`src/rtl/alu_ctrl_pkg.sv`:
```
// Shared definitions for the registered MIPS ALU control decoder:
// funct codes, 5-bit {type1,type2,type3} encodings, mul/div op codes,
// sequencer states and the pure decode function.
package alu_ctrl_pkg;

  // main-control alu_op codes
  localparam logic [1:0] AOP_ADD   = 2'b00;
  localparam logic [1:0] AOP_SUB   = 2'b01;
  localparam logic [1:0] AOP_FUNCT = 2'b10;

  // R-type funct codes
  localparam logic [5:0] FN_SLL   = 6'h00;
  localparam logic [5:0] FN_SRL   = 6'h02;
  localparam logic [5:0] FN_SRA   = 6'h03;
  localparam logic [5:0] FN_SLLV  = 6'h04;
  localparam logic [5:0] FN_SRLV  = 6'h06;
  localparam logic [5:0] FN_SRAV  = 6'h07;
  localparam logic [5:0] FN_MULT  = 6'h18;
  localparam logic [5:0] FN_MULTU = 6'h19;
  localparam logic [5:0] FN_DIV   = 6'h1A;
  localparam logic [5:0] FN_DIVU  = 6'h1B;
  localparam logic [5:0] FN_ADD   = 6'h20;
  localparam logic [5:0] FN_ADDU  = 6'h21;
  localparam logic [5:0] FN_SUB   = 6'h22;
  localparam logic [5:0] FN_SUBU  = 6'h23;
  localparam logic [5:0] FN_AND   = 6'h24;
  localparam logic [5:0] FN_OR    = 6'h25;
  localparam logic [5:0] FN_XOR   = 6'h26;
  localparam logic [5:0] FN_NOR   = 6'h27;
  localparam logic [5:0] FN_SLT   = 6'h2A;
  localparam logic [5:0] FN_SLTU  = 6'h2B;

  // ALU operation encodings, packed as {type1[1:0], type2[1:0], type3}
  localparam logic [4:0] OP_ADD = 5'b10_00_0;
  localparam logic [4:0] OP_SUB = 5'b10_01_0;
  localparam logic [4:0] OP_SLL = 5'b00_00_0;
  localparam logic [4:0] OP_SRL = 5'b00_00_1;
  localparam logic [4:0] OP_SRA = 5'b00_10_1;
  localparam logic [4:0] OP_AND = 5'b11_00_0;
  localparam logic [4:0] OP_OR  = 5'b11_01_0;
  localparam logic [4:0] OP_XOR = 5'b11_11_0;
  localparam logic [4:0] OP_NOR = 5'b11_10_0;
  localparam logic [4:0] OP_SLT = 5'b01_00_0;

  // multiply/divide unit operation codes
  localparam logic [1:0] MD_MULT  = 2'b00;
  localparam logic [1:0] MD_MULTU = 2'b01;
  localparam logic [1:0] MD_DIV   = 2'b10;
  localparam logic [1:0] MD_DIVU  = 2'b11;

  typedef enum logic {
    IDLE = 1'b0,
    RUN  = 1'b1
  } state_e;

  typedef struct packed {
    logic [4:0] op;
    logic       is_signed;
    logic       ovf_trap;
    logic       shamt_sel;
    logic       illegal;
    logic       is_md;
    logic [1:0] md_op;
  } decode_t;

  // Every path starts from all-zero flags so no field is ever left unassigned.
  function automatic decode_t decode_op(input logic [1:0] alu_op, input logic [5:0] funct);
    decode_t d;
    d    = '0;
    d.op = OP_ADD;
    case (alu_op)
      AOP_SUB: begin
        d.op        = OP_SUB;
        d.is_signed = 1'b1;
      end
      AOP_FUNCT: begin
        case (funct)
          FN_SLL:   d.op = OP_SLL;
          FN_SRL:   d.op = OP_SRL;
          FN_SRA:   d.op = OP_SRA;
          FN_SLLV:  begin d.op = OP_SLL; d.shamt_sel = 1'b1; end
          FN_SRLV:  begin d.op = OP_SRL; d.shamt_sel = 1'b1; end
          FN_SRAV:  begin d.op = OP_SRA; d.shamt_sel = 1'b1; end
          FN_ADD:   begin d.op = OP_ADD; d.is_signed = 1'b1; d.ovf_trap = 1'b1; end
          FN_ADDU:  d.op = OP_ADD;
          FN_SUB:   begin d.op = OP_SUB; d.is_signed = 1'b1; d.ovf_trap = 1'b1; end
          FN_SUBU:  d.op = OP_SUB;
          FN_AND:   d.op = OP_AND;
          FN_OR:    d.op = OP_OR;
          FN_XOR:   d.op = OP_XOR;
          FN_NOR:   d.op = OP_NOR;
          FN_SLT:   begin d.op = OP_SLT; d.is_signed = 1'b1; end
          FN_SLTU:  d.op = OP_SLT;
          FN_MULT:  begin d.is_md = 1'b1; d.md_op = MD_MULT;  end
          FN_MULTU: begin d.is_md = 1'b1; d.md_op = MD_MULTU; end
          FN_DIV:   begin d.is_md = 1'b1; d.md_op = MD_DIV;   end
          FN_DIVU:  begin d.is_md = 1'b1; d.md_op = MD_DIVU;  end
          default:  d.illegal = 1'b1;
        endcase
      end
      default: d.op = OP_ADD;
    endcase
    return d;
  endfunction

endpackage

```
`src/rtl/alu_ctrl_seq_mips_md_latency_counter.sv`:
```
// Down-counter timing a multiply/divide: loaded with latency-1 on launch,
// decremented while running, cleared by a flush. zero_o marks the final cycle.
module md_latency_counter
  import alu_ctrl_pkg::*;
#(
  parameter int CNT_W = 1
) (
  input  logic             clk_i,
  input  logic             rst_ni,
  input  logic             load_i,
  input  logic [CNT_W-1:0] load_val_i,
  input  logic             dec_i,
  input  logic             clear_i,
  output logic             zero_o
);

  logic [CNT_W-1:0] cnt_q, cnt_d;

  // Clear wins over load, load wins over decrement; never wraps below zero
  always_comb begin
    cnt_d = cnt_q;
    if (clear_i) begin
      cnt_d = '0;
    end else if (load_i) begin
      cnt_d = load_val_i;
    end else if (dec_i && (cnt_q != '0)) begin
      cnt_d = cnt_q - 1'b1;
    end
  end

  // Counter register
  always_ff @(posedge clk_i or negedge rst_ni) begin
    if (!rst_ni) begin
      cnt_q <= '0;
    end else begin
      cnt_q <= cnt_d;
    end
  end

  assign zero_o = (cnt_q == '0);

endmodule

```
`src/rtl/alu_ctrl_seq_mips.sv`:
```
// Registered, handshaked MIPS ALU control decoder with a multiply/divide
// sequencer. Decoded fields update the cycle after an accept; mul/div ops
// hold off new requests until the HI/LO write pulse has gone out.
module alu_ctrl_seq_mips
  import alu_ctrl_pkg::*;
#(
  parameter int MUL_CYCLES = 4,
  parameter int DIV_CYCLES = 32
) (
  input  logic       i_clk,
  input  logic       i_reset,
  input  logic       i_valid,
  input  logic [1:0] i_alu_op_code,
  input  logic [5:0] i_funct,
  input  logic       i_flush,
  output logic       o_ready,
  output logic       o_valid,
  output logic [1:0] o_op_type_1,
  output logic [1:0] o_op_type_2,
  output logic       o_op_type_3,
  output logic       o_is_signed,
  output logic       o_ovf_trap_en,
  output logic       o_shamt_sel,
  output logic       o_illegal,
  output logic       o_md_start,
  output logic [1:0] o_md_op,
  output logic       o_busy,
  output logic       o_hilo_we
);

  localparam int MAX_LAT = (MUL_CYCLES > DIV_CYCLES) ? MUL_CYCLES : DIV_CYCLES;
  localparam int CNT_W   = (MAX_LAT > 1) ? $clog2(MAX_LAT) : 1;
  localparam logic [CNT_W-1:0] MUL_LOAD = CNT_W'(MUL_CYCLES - 1);
  localparam logic [CNT_W-1:0] DIV_LOAD = CNT_W'(DIV_CYCLES - 1);

  state_e           state_q, state_d;
  decode_t          dec;
  logic             accept;
  logic             md_launch;
  logic             cnt_zero;
  logic [CNT_W-1:0] load_val;

  logic       valid_q, valid_d;
  logic       md_start_q, md_start_d;
  logic [4:0] op_q, op_d;
  logic       signed_q, signed_d;
  logic       trap_q, trap_d;
  logic       shamt_q, shamt_d;
  logic       illegal_q, illegal_d;
  logic [1:0] md_op_q, md_op_d;

  // Decode the request; a flush in the same cycle cancels any mul/div launch
  always_comb begin
    dec       = decode_op(i_alu_op_code, i_funct);
    accept    = i_valid && (state_q == IDLE);
    md_launch = accept && dec.is_md && !i_flush;
    load_val  = ((dec.md_op == MD_DIV) || (dec.md_op == MD_DIVU)) ? DIV_LOAD : MUL_LOAD;
  end

  // Sequencer: RUN lasts until the counter drains or a flush aborts it
  always_comb begin
    state_d = state_q;
    case (state_q)
      IDLE:    if (md_launch) state_d = RUN;
      RUN:     if (i_flush || cnt_zero) state_d = IDLE;
      default: state_d = IDLE;
    endcase
  end

  // Fields load on every accept and then hold; md_op only tracks mul/div requests
  always_comb begin
    valid_d    = accept && !i_flush;
    md_start_d = md_launch;
    op_d       = op_q;
    signed_d   = signed_q;
    trap_d     = trap_q;
    shamt_d    = shamt_q;
    illegal_d  = illegal_q;
    md_op_d    = md_op_q;
    if (accept) begin
      op_d      = dec.op;
      signed_d  = dec.is_signed;
      trap_d    = dec.ovf_trap;
      shamt_d   = dec.shamt_sel;
      illegal_d = dec.illegal;
      if (dec.is_md) begin
        md_op_d = dec.md_op;
      end
    end
  end

  // State and registered outputs
  always_ff @(posedge i_clk or negedge i_reset) begin
    if (!i_reset) begin
      state_q    <= IDLE;
      valid_q    <= 1'b0;
      md_start_q <= 1'b0;
      op_q       <= 5'b00_00_0;
      signed_q   <= 1'b0;
      trap_q     <= 1'b0;
      shamt_q    <= 1'b0;
      illegal_q  <= 1'b0;
      md_op_q    <= MD_MULT;
    end else begin
      state_q    <= state_d;
      valid_q    <= valid_d;
      md_start_q <= md_start_d;
      op_q       <= op_d;
      signed_q   <= signed_d;
      trap_q     <= trap_d;
      shamt_q    <= shamt_d;
      illegal_q  <= illegal_d;
      md_op_q    <= md_op_d;
    end
  end

  md_latency_counter #(
    .CNT_W(CNT_W)
  ) u_md_latency_counter (
    .clk_i      (i_clk),
    .rst_ni     (i_reset),
    .load_i     (md_launch),
    .load_val_i (load_val),
    .dec_i      (state_q == RUN),
    .clear_i    (i_flush),
    .zero_o     (cnt_zero)
  );

  assign o_ready       = (state_q == IDLE);
  assign o_busy        = (state_q == RUN);
  assign o_hilo_we     = (state_q == RUN) && cnt_zero && !i_flush;
  assign o_valid       = valid_q;
  assign o_md_start    = md_start_q;
  assign o_op_type_1   = op_q[4:3];
  assign o_op_type_2   = op_q[2:1];
  assign o_op_type_3   = op_q[0];
  assign o_is_signed   = signed_q;
  assign o_ovf_trap_en = trap_q;
  assign o_shamt_sel   = shamt_q;
  assign o_illegal     = illegal_q;
  assign o_md_op       = md_op_q;

endmodule

```
`config.mk`:
```
export PLATFORM = sky130hd
export DESIGN_NAME = alu_ctrl_seq_mips
export DESIGN_NICKNAME = d
export VERILOG_FILES = /design/src/rtl/alu_ctrl_pkg.sv /design/src/rtl/alu_ctrl_seq_mips_md_latency_counter.sv /design/src/rtl/alu_ctrl_seq_mips.sv
export SDC_FILE = /design/constraint.sdc
export NUM_CORES = 1
export LEC_CHECK = 0
export CAP_MARGIN = 0
export CORE_MARGIN = 8
export CORE_UTILIZATION = 35
export DETAILED_ROUTE_END_ITERATION = 10
export MAX_ROUTING_LAYER = met4
export PLACE_DENSITY_LB_ADDON = 0.25
export SYNTH_ARGS = -nofsm -noshare
export SYNTH_HDL_FRONTEND = slang
export SYNTH_SLANG_ARGS = --single-unit
```
`constraint.sdc`:
```
create_clock -name i_clk -period 2.45 [get_ports i_clk]
set_clock_uncertainty 0.2 [all_clocks]
set_input_delay 0.49 -clock i_clk [delete_from_list [all_inputs] [get_ports i_clk]]
set_output_delay 0.49 -clock i_clk [all_outputs]
set_load 0.005 [all_outputs]
```
==> results of run 1 <==
## logic make-up (layout without fill, tap and decap cells)
family	count (synthesis)	after routing	share of synthesized area
multiplexers	3	3	0.0316
buffers and inverters	13	51	0.0544
flip-flops	19	19	0.413
AO/OA/AOI/OAI	27	27	0.160
adder cells (fa/ha/maj)	4	4	0.0435
XOR/XNOR	5	5	0.0381
AND/OR/NAND/NOR	53	53	0.259
## where the power goes
group	switching [uW]	internal (uW)	leakage, uW
Combinational	59.7	69.1	0.000402
Clock	104	60.8	0.0000177
Sequential	6.08	326	0.000259
Total	169	456	0.000678
## layer usage
layer,track usage,wire length (microns),vias to the layer above,share of wire
met3,0.0286,178,2,0.065
met4,0.0399,13,0,0.0047
met2,0.161,1270,29,0.46
li1,-,-,514,-
met5,-,0,-,0
met1,0.143,1300,464,0.47
## area by class of cell
type	count	area (sq um)	area share
Timing Repair Buffer	41	370	0.236
Sequential cell	19	475	0.303
Tap cell	46	57.6	0.0367
Clock buffer	3	22.5	0.0143
Multi-Input combinational cell	92	617	0.393
Inverter	6	22.5	0.0143
Clock inverter	1	5.00	0.00319
## worst paths after layout
| check | start | slack [ns] | to |
|---|---|---|---|
| worst max-delay path | u_md_latency_counter.cnt_q[0] | 0.17 | o_hilo_we |
| worst min-delay path | o_md_op[1] | 0.29 | o_md_op[1] |
| worst max register to register | u_md_latency_counter.cnt_q[0] | 0.56 | u_md_latency_counter.cnt_q[2] |
| worst min register to register | o_md_op[1] | 0.29 | o_md_op[1] |
| max in group asynchronous | i_reset | 1.54 | op_q[4] |
| min in group asynchronous | i_reset | 0.31 | o_valid |
## critical path: stages (launching register included)
cell and delay, ns:
dfrtp_1 0.41, inv_2 0.06, ha_1 0.12, or4b_4 0.46, nor3_2 0.11, buf_2 0.13
## sequential cells by signal, summed over array words and instances (netlist names)
register                    count
op_q                            5
u_md_latency_counter.cnt_q      5
o_is_signed                     1
o_md_start                      1
o_md_op                         2
o_illegal                       1
o_busy                          1
o_ovf_trap_en                   1
o_shamt_sel                     1
o_valid                         1
## layout by cell type, fill, tap and decap left out, drive strengths merged, types with 3 or more instances in the layout
master / synthesis / final
ha: 4 / 4
nand3: 9 / 9
o21ai: 4 / 4
a31oi: 4 / 4
xnor2: 3 / 3
inv: 6 / 6
nor2: 7 / 7
dfrtp: 19 / 19
nand2b: 3 / 3
clkbuf: 1 / 3
a21oi: 6 / 6
buf: 6 / 15
clkdlybuf4s50: 0 / 26
nor2b: 3 / 3
nand2: 18 / 18
o31ai: 4 / 4
## per-stage QoR
step | power [uW] | setup slack, ns
2_1_floorplan | 396 | 0.502
3_3_place_gp | 465 | 0.0810
3_5_place_dp | 467 | 0.0418
4_1_cts | 632 | 0.00188
5_1_grt | 659 | 0.0835
6_report | 625 | 0.168
## what timing repair did
action                                  4_1_cts  5_1_grt
gates resized for setup                       3        4
endpoints found under the setup margin        1        1
buffers inserted                              1        1
==> impl_metrics.py, run 1 <==
metrics = {
    "status": {
        "status": "finished, final reports clean",
    },
    "route": {
        "drt_iter0_drc": 51,
        "viasPerCell": 4.85,
        "wl_microns": 2760,
        "first_pass_iters": 4,
        "route.vias.total": 1009,
        "avgRoutedWirePerCell_microns": 13.2,
        "ant_nets": 0,
        "drc": 0,
    },
    "critical_path": {
        "critPathKind": "reg2out",
        "reg2reg_depth": 7,
        "cp_max_fo": 2,
        "critPathLaunchType": "flop",
        "crit_required_ns": 1.76,
        "worstSetupEndpointType": "primary output",
        "arrival_ns": 1.59,
    },
    "flow_run": {
        "cap_violations": 0,
    },
    "grt": {
        "gr-total-overflow": 0,
        "grt_pass1_vias": 1005,
        "grt_pass1_wl_microns": 4620,
        "antenna_found_initial": 0,
        "grt_max_degree": 20,
        "grt_usage": 0.110,
    },
    "sta": {
        "fmax_mhz": 438,
        "max_slew.worst_pin.slew_ns": 0.365,
        "period_minus_slack_ns": 2.28,
        "finalHoldViolCount": 0,
        "worst_hold_slack_ns": 0.290,
        "drv_slew": 0,
        "grt_setup_unrepaired": "false",
        "setup_viol": 0,
        "slew_headroom": 0.756,
        "post-route-period-util": 0.931,
        "tns_ns": 0,
    },
    "layout": {
        "nets": 179,
        "final_area_sq_mm": 0.00157,
        "drive_gt1_frac": 0.198,
        "fill_cells": 308,
        "post-route-util": 0.486,
        "areaGrowthSynthToFinish_pct": 36.6,
        "final_cells": 208,
        "diodes": 0,
    },
    "yosys": {
        "synthCells": 124,
        "synth_commonest_cells": "19 x dfrtp_1, 17 x nand2_1, 7 x nand3_1, 7 x nor2_1, 6 x inv_1",
        "ys_types": 41,
        "ys_seq_area_frac": 0.413,
        "syn-num-nets": 140,
        "synth_edf_count": 0,
        "synth_top_flop_cell": "dfrtp_1",
        "synthTopCellsByArea": "dfrtp_1 41%, nand2_1 5.5%, ha_1 4.4%",
        "yosys.area.top_type": "dfrtp_1",
        "synth-seq-cells": 19,
        "synth_warnings": 0,
        "async_reset_ff_frac": 1.00,
        "synth.most_common_cell": "dfrtp_1",
        "yosysTopAreaCellShare": 0.413,
        "avgSynthCellArea_sq_um": 9.27,
        "synth_area_sq_mm": 0.00115,
    },
    "floorplanning": {
        "initial_core_util": 0.356,
        "dieWidth_microns": 73.3,
        "pin_count": 28,
        "die_area_sq_mm": 0.00538,
        "fp.coreArea_sq_mm": 0.00323,
        "rows": 21,
        "die_h_microns": 73.3,
    },
    "hold_path": {
        "hold_depth": 2,
        "hold_class": "reg2reg",
    },
    "clock_network": {
        "clk_pin_slew_ns": 0.12,
        "cts_tree": "built",
        "hold_buffers": 0,
        "cts_made_buffers": 3,
        "htree_levels": 1,
        "cts-root-buf": "clkbuf_4",
        "clk_latency_ns": 0.30,
        "cts.path.max_buffers": 2,
        "cts.sinks": 19,
    },
    "place": {
        "numPortBuffers": 27,
        "place_congestion": 0.819,
        "placedInstanceArea_sq_mm": 0.00153,
        "hpwl_microns": 2130,
        "place_inst": 202,
    },
    "power": {
        "power_density_mw_per_mm2": 398,
        "peakVddDrop_uv": 147,
        "p_leak_uw": 0.000678,
    },
}
Power figures use the tool's default switching activity.
==> run 2: changes to the inputs <==
--- a/config.mk
+++ b/config.mk
@@ -9,8 +9,10 @@
 export CORE_MARGIN = 8
 export CORE_UTILIZATION = 35
 export DETAILED_ROUTE_END_ITERATION = 10
+export DONT_BUFFER_PORTS = 1
 export MAX_ROUTING_LAYER = met4
 export PLACE_DENSITY_LB_ADDON = 0.25
+export SLEW_MARGIN = 20
 export SYNTH_ARGS = -nofsm -noshare
 export SYNTH_HDL_FRONTEND = slang
 export SYNTH_SLANG_ARGS = --single-unit
==> constraint.sdc (replaced) <==
create_clock -name i_clk -period 2.3 [get_ports i_clk]
set_clock_uncertainty 0.2 [all_clocks]
set_input_delay 0.46 -clock i_clk [delete_from_list [all_inputs] [get_ports i_clk]]
set_output_delay 0.46 -clock i_clk [all_outputs]
set_load 0.005 [all_outputs]
==> impl_metrics.py, run 2 (synthesis gave the netlist of run 1 again) <==
metrics = {
    "critical_path": {
        "critPathLaunchType": "flop",
        "worstSetupEndpointType": "primary output",
        "crit_required_ns": 1.64,
        "arrival_ns": 1.58,
        "cp_max_fo": 3,
        "critPathKind": "reg2out",
    },
    "route": {
        "viasPerCell": 5.28,
        "drc": 0,
        "ant_nets": 0,
        "drt_iter0_drc": 53,
        "route.vias.total": 903,
        "avgRoutedWirePerCell_microns": 15.4,
        "wl_microns": 2640,
        "first_pass_iters": 4,
    },
    "floorplanning": {
        "initial_core_util": 0.356,
        "die_h_microns": 73.3,
        "rows": 21,
        "die_area_sq_mm": 0.00538,
        "pin_count": 28,
        "fp.coreArea_sq_mm": 0.00323,
        "dieWidth_microns": 73.3,
    },
    "power": {
        "p_leak_uw": 0.000524,
        "seq_power_share": 0.605,
        "power.internal_uw": 444,
        "p_clk_frac": 0.279,
        "power_density_mw_per_mm2": 479,
        "peakVddDrop_uv": 164,
        "power_switching_uw": 149,
        "comb_power_share": 0.116,
        "swShare": 0.252,
    },
    "sta": {
        "period_minus_slack_ns": 2.24,
        "max_slew.worst_pin.slew_ns": 0.888,
        "finalHoldViolCount": 0,
        "grt_setup_unrepaired": "false",
        "drv_slew": 0,
        "fmax_mhz": 446,
        "slew_headroom": 0.406,
        "post-route-period-util": 0.976,
        "tns_ns": 0,
        "setup_viol": 0,
    },
    "grt": {
        "antenna_found_initial": 0,
        "grt_pass1_vias": 931,
        "grt_pass1_wl_microns": 4430,
        "grt_max_degree": 20,
        "gr-total-overflow": 0,
        "grt_usage": 0.108,
    },
    "layout": {
        "areaGrowthSynthToFinish_pct": 7.83,
        "drive_gt1_frac": 0.128,
        "final_cell_mix": "19 x dfrtp_1, 17 x nand2_1, 7 x nor2_1, 7 x nand3_1, 6 x inv_1",
        "final_cells": 171,
        "multi_input_comb_area_sq_um": 623,
        "nets": 142,
        "final_common_cell": "dfrtp_1",
        "fill_cells": 326,
        "seq_area_sq_um": 475,
        "diodes": 0,
    },
    "clock_network": {
        "cts.sinks": 19,
        "cts-root-buf": "clkbuf_4",
        "cts_tree": "built",
        "cts.path.max_buffers": 2,
        "clk_pin_slew_ns": 0.10,
        "htree_levels": 1,
        "clk_latency_ns": 0.29,
        "cts_made_buffers": 3,
    },
    "place": {
        "place_congestion": 0.775,
        "hpwl_microns": 1990,
        "place_inst": 164,
        "numPortBuffers": 0,
    },
    "status": {
        "status": "finished, final reports clean",
    },
    "hold_path": {
        "hold_class": "in2reg",
    },
    "flow_run": {
        "cap_violations": 0,
    },
}
==> run 2: changes by cell type in the layout (fill, tap and decap cells not counted), moves of 2 or more <==
cell | previous run | this run
buf_4 | 14 | 2
clkdlybuf4s50_1 | 26 | 0
dlygate4sd3_1 | 0 | 2
inv_1 | 4 | 6
inv_2 | 2 | 0
==> run 2: layout make-up <==
type	instances	share of cell area
Sequential cell	19	0.383
Timing Repair Buffer	4	0.0283
Multi-Input combinational cell	92	0.503
Tap cell	46	0.0464
Inverter	6	0.0182
Clock buffer	4	0.0212
==> run 2: critical path, cell delays in order, from the launching register on <==
cell	delay, ns
dfrtp_1	0.40
inv_1	0.11
ha_1	0.15
or4b_4	0.49
nor3_4	0.14
==> run 2: path summary, 6_finish.rpt <==
path,startpoint,endpoint,slack [ns],cells past startpoint
min in group asynchronous,i_reset,o_is_signed,0.53,1
max,u_md_latency_counter.cnt_q[0],o_hilo_we,0.06,4
min reg2reg,op_q[3],op_q[3],0.32,2
max in group asynchronous,i_reset,u_md_latency_counter.cnt_q[4],0.83,1
max reg2reg,u_md_latency_counter.cnt_q[0],u_md_latency_counter.cnt_q[2],0.31,7
min,i_flush,u_md_latency_counter.cnt_q[3],0.02,1
==> run 2: power by group through the flow <==
stage	clock network (uW)	logic, uW	registers [uW]
floorplan	0	60.1	362
detailed placement	0	57.3	366
global placement	0	56.6	366
global route	188	77.8	361
finish	166	68.7	359
CTS	175	65.9	360
==> run 2: through the flow <==
stage / total power, uW / utilization / cell area [sq um] / hold WS (ns) / setup slack, ns
after floorplan: 422 / - / 1150 / -0.0356 / 0.382
after global placement: 422 / 0.364 / 1170 / -0.0350 / 0.325
after detailed placement: 424 / 0.364 / 1170 / -0.0350 / 0.302
after CTS: 601 / 0.376 / 1220 / 0.00183 / 0.0197
after global routing: 627 / 0.384 / 1240 / 0.00214 / 0.0124
final: 594 / 0.384 / 1240 / 0.0156 / 0.0559
==> run 2: routing by layer <==
layer	share of wire	up-vias	global-route usage
li1	-	439	-
met1	0.42	427	0.126
met2	0.45	33	0.157
met3	0.12	4	0.0477
met4	0.011	0	0.0443
met5	0	-	-
==> run 2: what timing repair did <==
action                                 CTS  global route
gates resized for setup                  1             1
setup buffers                            0             1
endpoints found under the hold margin   19             3
hold buffers                             1             1
setup endpoints to repair                1             1
==> run 3: changes to the inputs <==
--- a/config.mk
+++ b/config.mk
@@ -8,6 +8,7 @@
 export CAP_MARGIN = 0
 export CORE_MARGIN = 8
 export CORE_UTILIZATION = 35
+export CTS_CLUSTER_DIAMETER = 120
 export DETAILED_ROUTE_END_ITERATION = 10
 export DONT_BUFFER_PORTS = 1
 export MAX_ROUTING_LAYER = met4
==> results of run 3 <==
No change in the layout: final DEF, timing and power equal those of run 2.
